File: src/rtl/encoder_rr.sv
// Round-robin multi-hot to binary encoder: accepts a request vector, then emits
// one granted index per handshake, starting at the rotating pointer.
module encoder_rr #(
  parameter  int IN_WIDTH  = 8,
  localparam int OUT_WIDTH = (IN_WIDTH > 1) ? $clog2(IN_WIDTH) : 1
) (
  input  logic                 clk,
  input  logic                 rst_n,
  input  logic [IN_WIDTH-1:0]  in,
  input  logic                 in_valid,
  output logic                 in_ready,
  output logic [OUT_WIDTH-1:0] out,
  output logic                 out_valid,
  input  logic                 out_ready,
  output logic                 out_last
);

  typedef enum logic {
    IDLE = 1'b0,
    BUSY = 1'b1
  } state_t;

  state_t                r_state;
  state_t                w_state_nxt;
  logic [IN_WIDTH-1:0]   r_pending;
  logic [IN_WIDTH-1:0]   w_pending_nxt;
  logic [IN_WIDTH-1:0]   w_pending_clr;
  logic [OUT_WIDTH-1:0]  r_ptr;
  logic [OUT_WIDTH-1:0]  w_ptr_nxt;
  logic [OUT_WIDTH-1:0]  w_hi_idx;
  logic [OUT_WIDTH-1:0]  w_lo_idx;
  logic                  w_hi_found;
  logic [OUT_WIDTH-1:0]  w_grant;
  logic                  w_last;
  logic                  w_busy;
  logic                  w_out_hs;
  logic                  w_accept;

  // Outputs depend only on r_state, r_pending and r_ptr, never on in/in_valid.
  always_comb begin
    // NOTE: every combinational output gets a default first so no latch is inferred.
    w_hi_found = 1'b0;
    w_hi_idx   = '0;
    w_lo_idx   = '0;
    // Descending scan: the last hit written is the lowest matching index.
    for (int i = IN_WIDTH - 1; i >= 0; i--) begin
      if (r_pending[i]) begin
        w_lo_idx = OUT_WIDTH'(i);
        if (i >= int'(r_ptr)) begin
          w_hi_idx   = OUT_WIDTH'(i);
          w_hi_found = 1'b1;
        end
      end
    end
    w_grant = w_hi_found ? w_hi_idx : w_lo_idx;
  end

  always_comb begin
    w_pending_clr = '0;
    for (int i = 0; i < IN_WIDTH; i++) begin
      w_pending_clr[i] = r_pending[i] && (OUT_WIDTH'(i) != w_grant);
    end
  end

  // A single set bit means the granted bit is the only one left.
  assign w_last   = ((r_pending & (r_pending - 1'b1)) == '0);
  assign w_busy   = (r_state == BUSY);
  assign w_out_hs = w_busy & out_ready;
  assign in_ready = ~w_busy | (w_out_hs & w_last);
  assign w_accept = in_valid & in_ready;

  assign out_valid = w_busy;
  assign out       = w_busy ? w_grant : '0;
  assign out_last  = w_busy & w_last;

  always_comb begin
    w_state_nxt   = r_state;
    w_pending_nxt = r_pending;
    w_ptr_nxt     = r_ptr;
    if (w_out_hs) begin
      w_pending_nxt = w_pending_clr;
      w_ptr_nxt     = (w_grant == OUT_WIDTH'(IN_WIDTH - 1)) ? '0 : w_grant + OUT_WIDTH'(1);
      if (w_last) begin
        w_state_nxt = IDLE;
      end
    end
    // Acceptance only happens with pending empty or emptying, so it simply overwrites.
    if (w_accept) begin
      w_pending_nxt = in;
      w_state_nxt   = (|in) ? BUSY : IDLE;
    end
  end

  always_ff @(posedge clk or negedge rst_n) begin
    if (!rst_n) begin
      r_state   <= IDLE;
      r_pending <= '0;
      r_ptr     <= '0;
    end else begin
      // NOTE: non-blocking assignments so every register samples pre-edge values.
      r_state   <= w_state_nxt;
      r_pending <= w_pending_nxt;
      r_ptr     <= w_ptr_nxt;
    end
  end

endmodule

File: config.mk
export PLATFORM = sky130hd
export DESIGN_NAME = encoder_rr
export DESIGN_NICKNAME = d
export VERILOG_FILES = /design/src/rtl/encoder_rr.sv
export SDC_FILE = /design/constraint.sdc
export NUM_CORES = 1
export LEC_CHECK = 0
export CORE_MARGIN = 3
export CORE_UTILIZATION = 52
export DETAILED_ROUTE_END_ITERATION = 7
export HOLD_SLACK_MARGIN = 0.03
export PLACE_DENSITY_LB_ADDON = 0.12
export REMOVE_ABC_BUFFERS = 1
export SETUP_SLACK_MARGIN = 0.15
export SLEW_MARGIN = 20
export SYNTH_ARGS = -nofsm -noshare
export SYNTH_HDL_FRONTEND = slang
export SYNTH_SLANG_ARGS = --single-unit
File: constraint.sdc
create_clock -name clk -period 2.9 [get_ports clk]
set_clock_uncertainty 0.05 [all_clocks]
set_input_delay 0.87 -clock clk [delete_from_list [all_inputs] [get_ports clk]]
set_output_delay 0.87 -clock clk [all_outputs]
set_load 0.05 [all_outputs]
==> key figures <==
Run status
  – Outcome: complete, no violations

Clock network
  – Clock-pin slew on the worst setup and hold paths: 0.07 ns
  – Clock Latency Late Sink: 0.27 ns
  – CTS tree: done
  – Root buffer cell: clkbuf_4
  – CTS Buf Count: 3
  – Depth of the CTS H-tree: 1
  – Clock sink count: 12
  – Clk buf depth: 2

Worst hold path
  – Worst hold path class: flop to flop
  – WHS Endpoint: r_pending[7]
  – Hold path depth: 2
  – Min-delay src: r_pending[7]

Synthesis
  – Synth Cell Area: 1040 µm²
  – Predominant post-synthesis flop cell: dfrtp_1
  – Simple logic cell fraction of the synthesized area: 24.1%
  – Multiplexer area fraction after synthesis: 2.16%
  – Netlist cell types: 44
  – Register area share after synthesis: 28.8%
  – YS warnings: 0
  – Synth Area in Adders: 7.19%
  – Async SR Flop Fraction: 100%
  – XOR/XNOR share of the synthesized area: 0%
  – Number of flops mapped to enable cells by yosys: 0
  – Largest family of logic cells by synthesized area: compound AO/OA/AOI/OAI gates
  – Avg Inst Size Synth: 8.28 µm²
  – Synth Area in Compound Gates: 30.7%
  – Post-Syn Instances: 126
  – FF+latch count, synth: 12

Routing
  – Met3 wire len: 112 µm
  – DRC errors left: 0
  – Wirelength per Cell: 15.4 µm
  – DRT Pass-1 Iters: 4
  – Total Wirelength: 2.71 mm
  – Post-route ant nets: 0
  – Max layer used: met4
  – Total number of vias: 1031
  – 1st-iter DRT viols: 37
  – Metal2 WL: 1.30 mm
  – Vias per Instance: 5.86
  – Wire length on met1: 1.24 mm

Global route
  – GR Overflow Total: 0
  – First-pass GRT wire length: 4.33 mm
  – Largest net degree at the start of global routing: 17
  – Vias in the first global route: 963
  – Initial antenna violation count: 0
  – Global-route usage over all layers: 22.3%

Worst setup path
  – R2r setup slk: 0.43 ns
  – Worst r2r dst: r_ptr[2]
  – WP data arrival: 1.86 ns
  – R2R depth: 11
  – Reg-to-Reg Start: r_ptr[1]
  – Worst path required time: 1.98 ns
  – Crit Path Class: flop to output pin
  – CP Capture Type: output pin
  – Crit path max fanout: 7
  – Type of origin of the critical path: flop

Layout
  – Final #Nets: 171
  – Core Util, Final: 78.9%
  – # diodes: 0
  – Most common cell after layout, fill and taps aside: nand2_1
  – Most frequent cells in the layout: nand2_1, buf_4, o21ai_0, clkdlybuf4s50_1, dfrtp_2
  – Layout cells sized above 1: 35.8%
  – P&R area growth vs syn: 36.2%

STA
  – Fin crit period: 2.78 ns
  – Final hold vios: 0
  – Slew HR: 63.0%
  – Measured slew at the worst slew-check pin: 0.554 ns
  – RSZ-0062 raised after global routing: true
  – Post-route clock period utilization: 95.7%
  – Setup TNS: 0 ns
  – Slew Viols, Final: 0
  – Fmax: 360 MHz
  – Setup ws final: 0.123 ns
  – Setup violators final: 0

Die
  – I/O pin total: 18
  – Initial core utilization: 57.9%
  – Site row count: 15
  – Die Area: 2580 µm²
  – Chip Width: 50.8 µm
  – Core area: 1800 µm²
  – Die H: 50.8 µm

Placement
  – # port buffers: 17
  – Placer Congestion: 0.925
  – DP HPWL: 1.96 mm
  – Worst slack, placed: 0.280 ns

Job
  – Max cap viols: 0
[sequential cells by signal, indices dropped and copies added, names as in the netlist]
name / count
out_valid: 1
r_pending: 8
r_ptr: 3
[stage by stage]
step | instance area (µm²) | hold slack (ns) | std cells
finish | 1420 | 0.579 | 176
detailed placement | 1260 | 0.612 | 164
floorplan | 985 | 0.524 | 117
global placement | 1260 | 0.606 | 164
global route | 1420 | 0.617 | 176
CTS | 1350 | 0.574 | 171
[Yosys cell counts, types with 2 or more instances]
| master | count | area share, % |
|---|---|---|
| inv_1 | 2 | 0.72 |
| a22oi_1 | 2 | 1.4 |
| nor2_1 | 5 | 1.8 |
| buf_2 | 5 | 2.4 |
| buf_6 | 2 | 2.2 |
| o21ai_1 | 6 | 2.9 |
| and2_1 | 3 | 1.8 |
| mux2_2 | 2 | 2.2 |
| nor2b_1 | 4 | 2.4 |
| nand2b_1 | 3 | 1.8 |
| o21ai_0 | 13 | 6.2 |
| a211oi_2 | 2 | 2.4 |
| or4_1 | 2 | 1.4 |
| ha_1 | 6 | 7.2 |
| dfrtp_1 | 12 | 29 |
| inv_2 | 2 | 0.72 |
| nand2_1 | 23 | 8.3 |
| a21oi_1 | 3 | 1.4 |
| nor3_1 | 3 | 1.4 |
| o21ai_2 | 2 | 1.7 |
[critical path, stage by stage, from the launching register on]
cell and delay, ns:
dfrtp_2 0.48, a21bo_4 0.22, o21ai_0 0.08, a221oi_1 0.38
a211oi_2 0.11, nor2b_2 0.17, buf_12 0.15
[worst max-delay path by stage]
stage | from | to | slack (ns) | cells after the start
2_1_floorplan | r_pending[1] | out[0] | 0.002 | 4
3_3_place_gp | r_pending[2] | out[0] | 0.27 | 6
3_5_place_dp | out_ready | in_ready | 0.28 | 3
4_1_cts | r_pending[1] | out[0] | 0.15 | 5
5_1_grt | r_ptr[1] | out[0] | 0.04 | 6
6_report | r_pending[2] | out[0] | 0.12 | 6
[logic make-up after synthesis]
kind of cell    after synthesis
flops                        12
fa+ha+maj                     6
compound gates               43
buf+inv                      13
mux                           2
simple gates                 50
[what timing repair did]
action                     in CTS  in global routing
hold buffers                    0                  0
pin swaps                       2                  4
buffers inserted                4                  5
resized for setup              14                  8
setup endpoints to repair       3                  5
[per-layer routing]
metal  vias to the layer above  global-route usage (%)
met5                         -                       0
met4                         0                    7.62
met3                         6                    2.97
met2                        30                    38.5
met1                       490                    28.4
li1                        505                       -
[layout make-up]
class,instances,area (µm²)
tap,25,31.3
sequential,12,313
multi-input combinational,101,727
fill,128,380
timing repair buffer,31,313
inverter,4,15.0
clock buffer,3,22.5
Power is not shown: default switching activity piles up to over one toggle a cycle in this logic, so the estimate is an artifact.
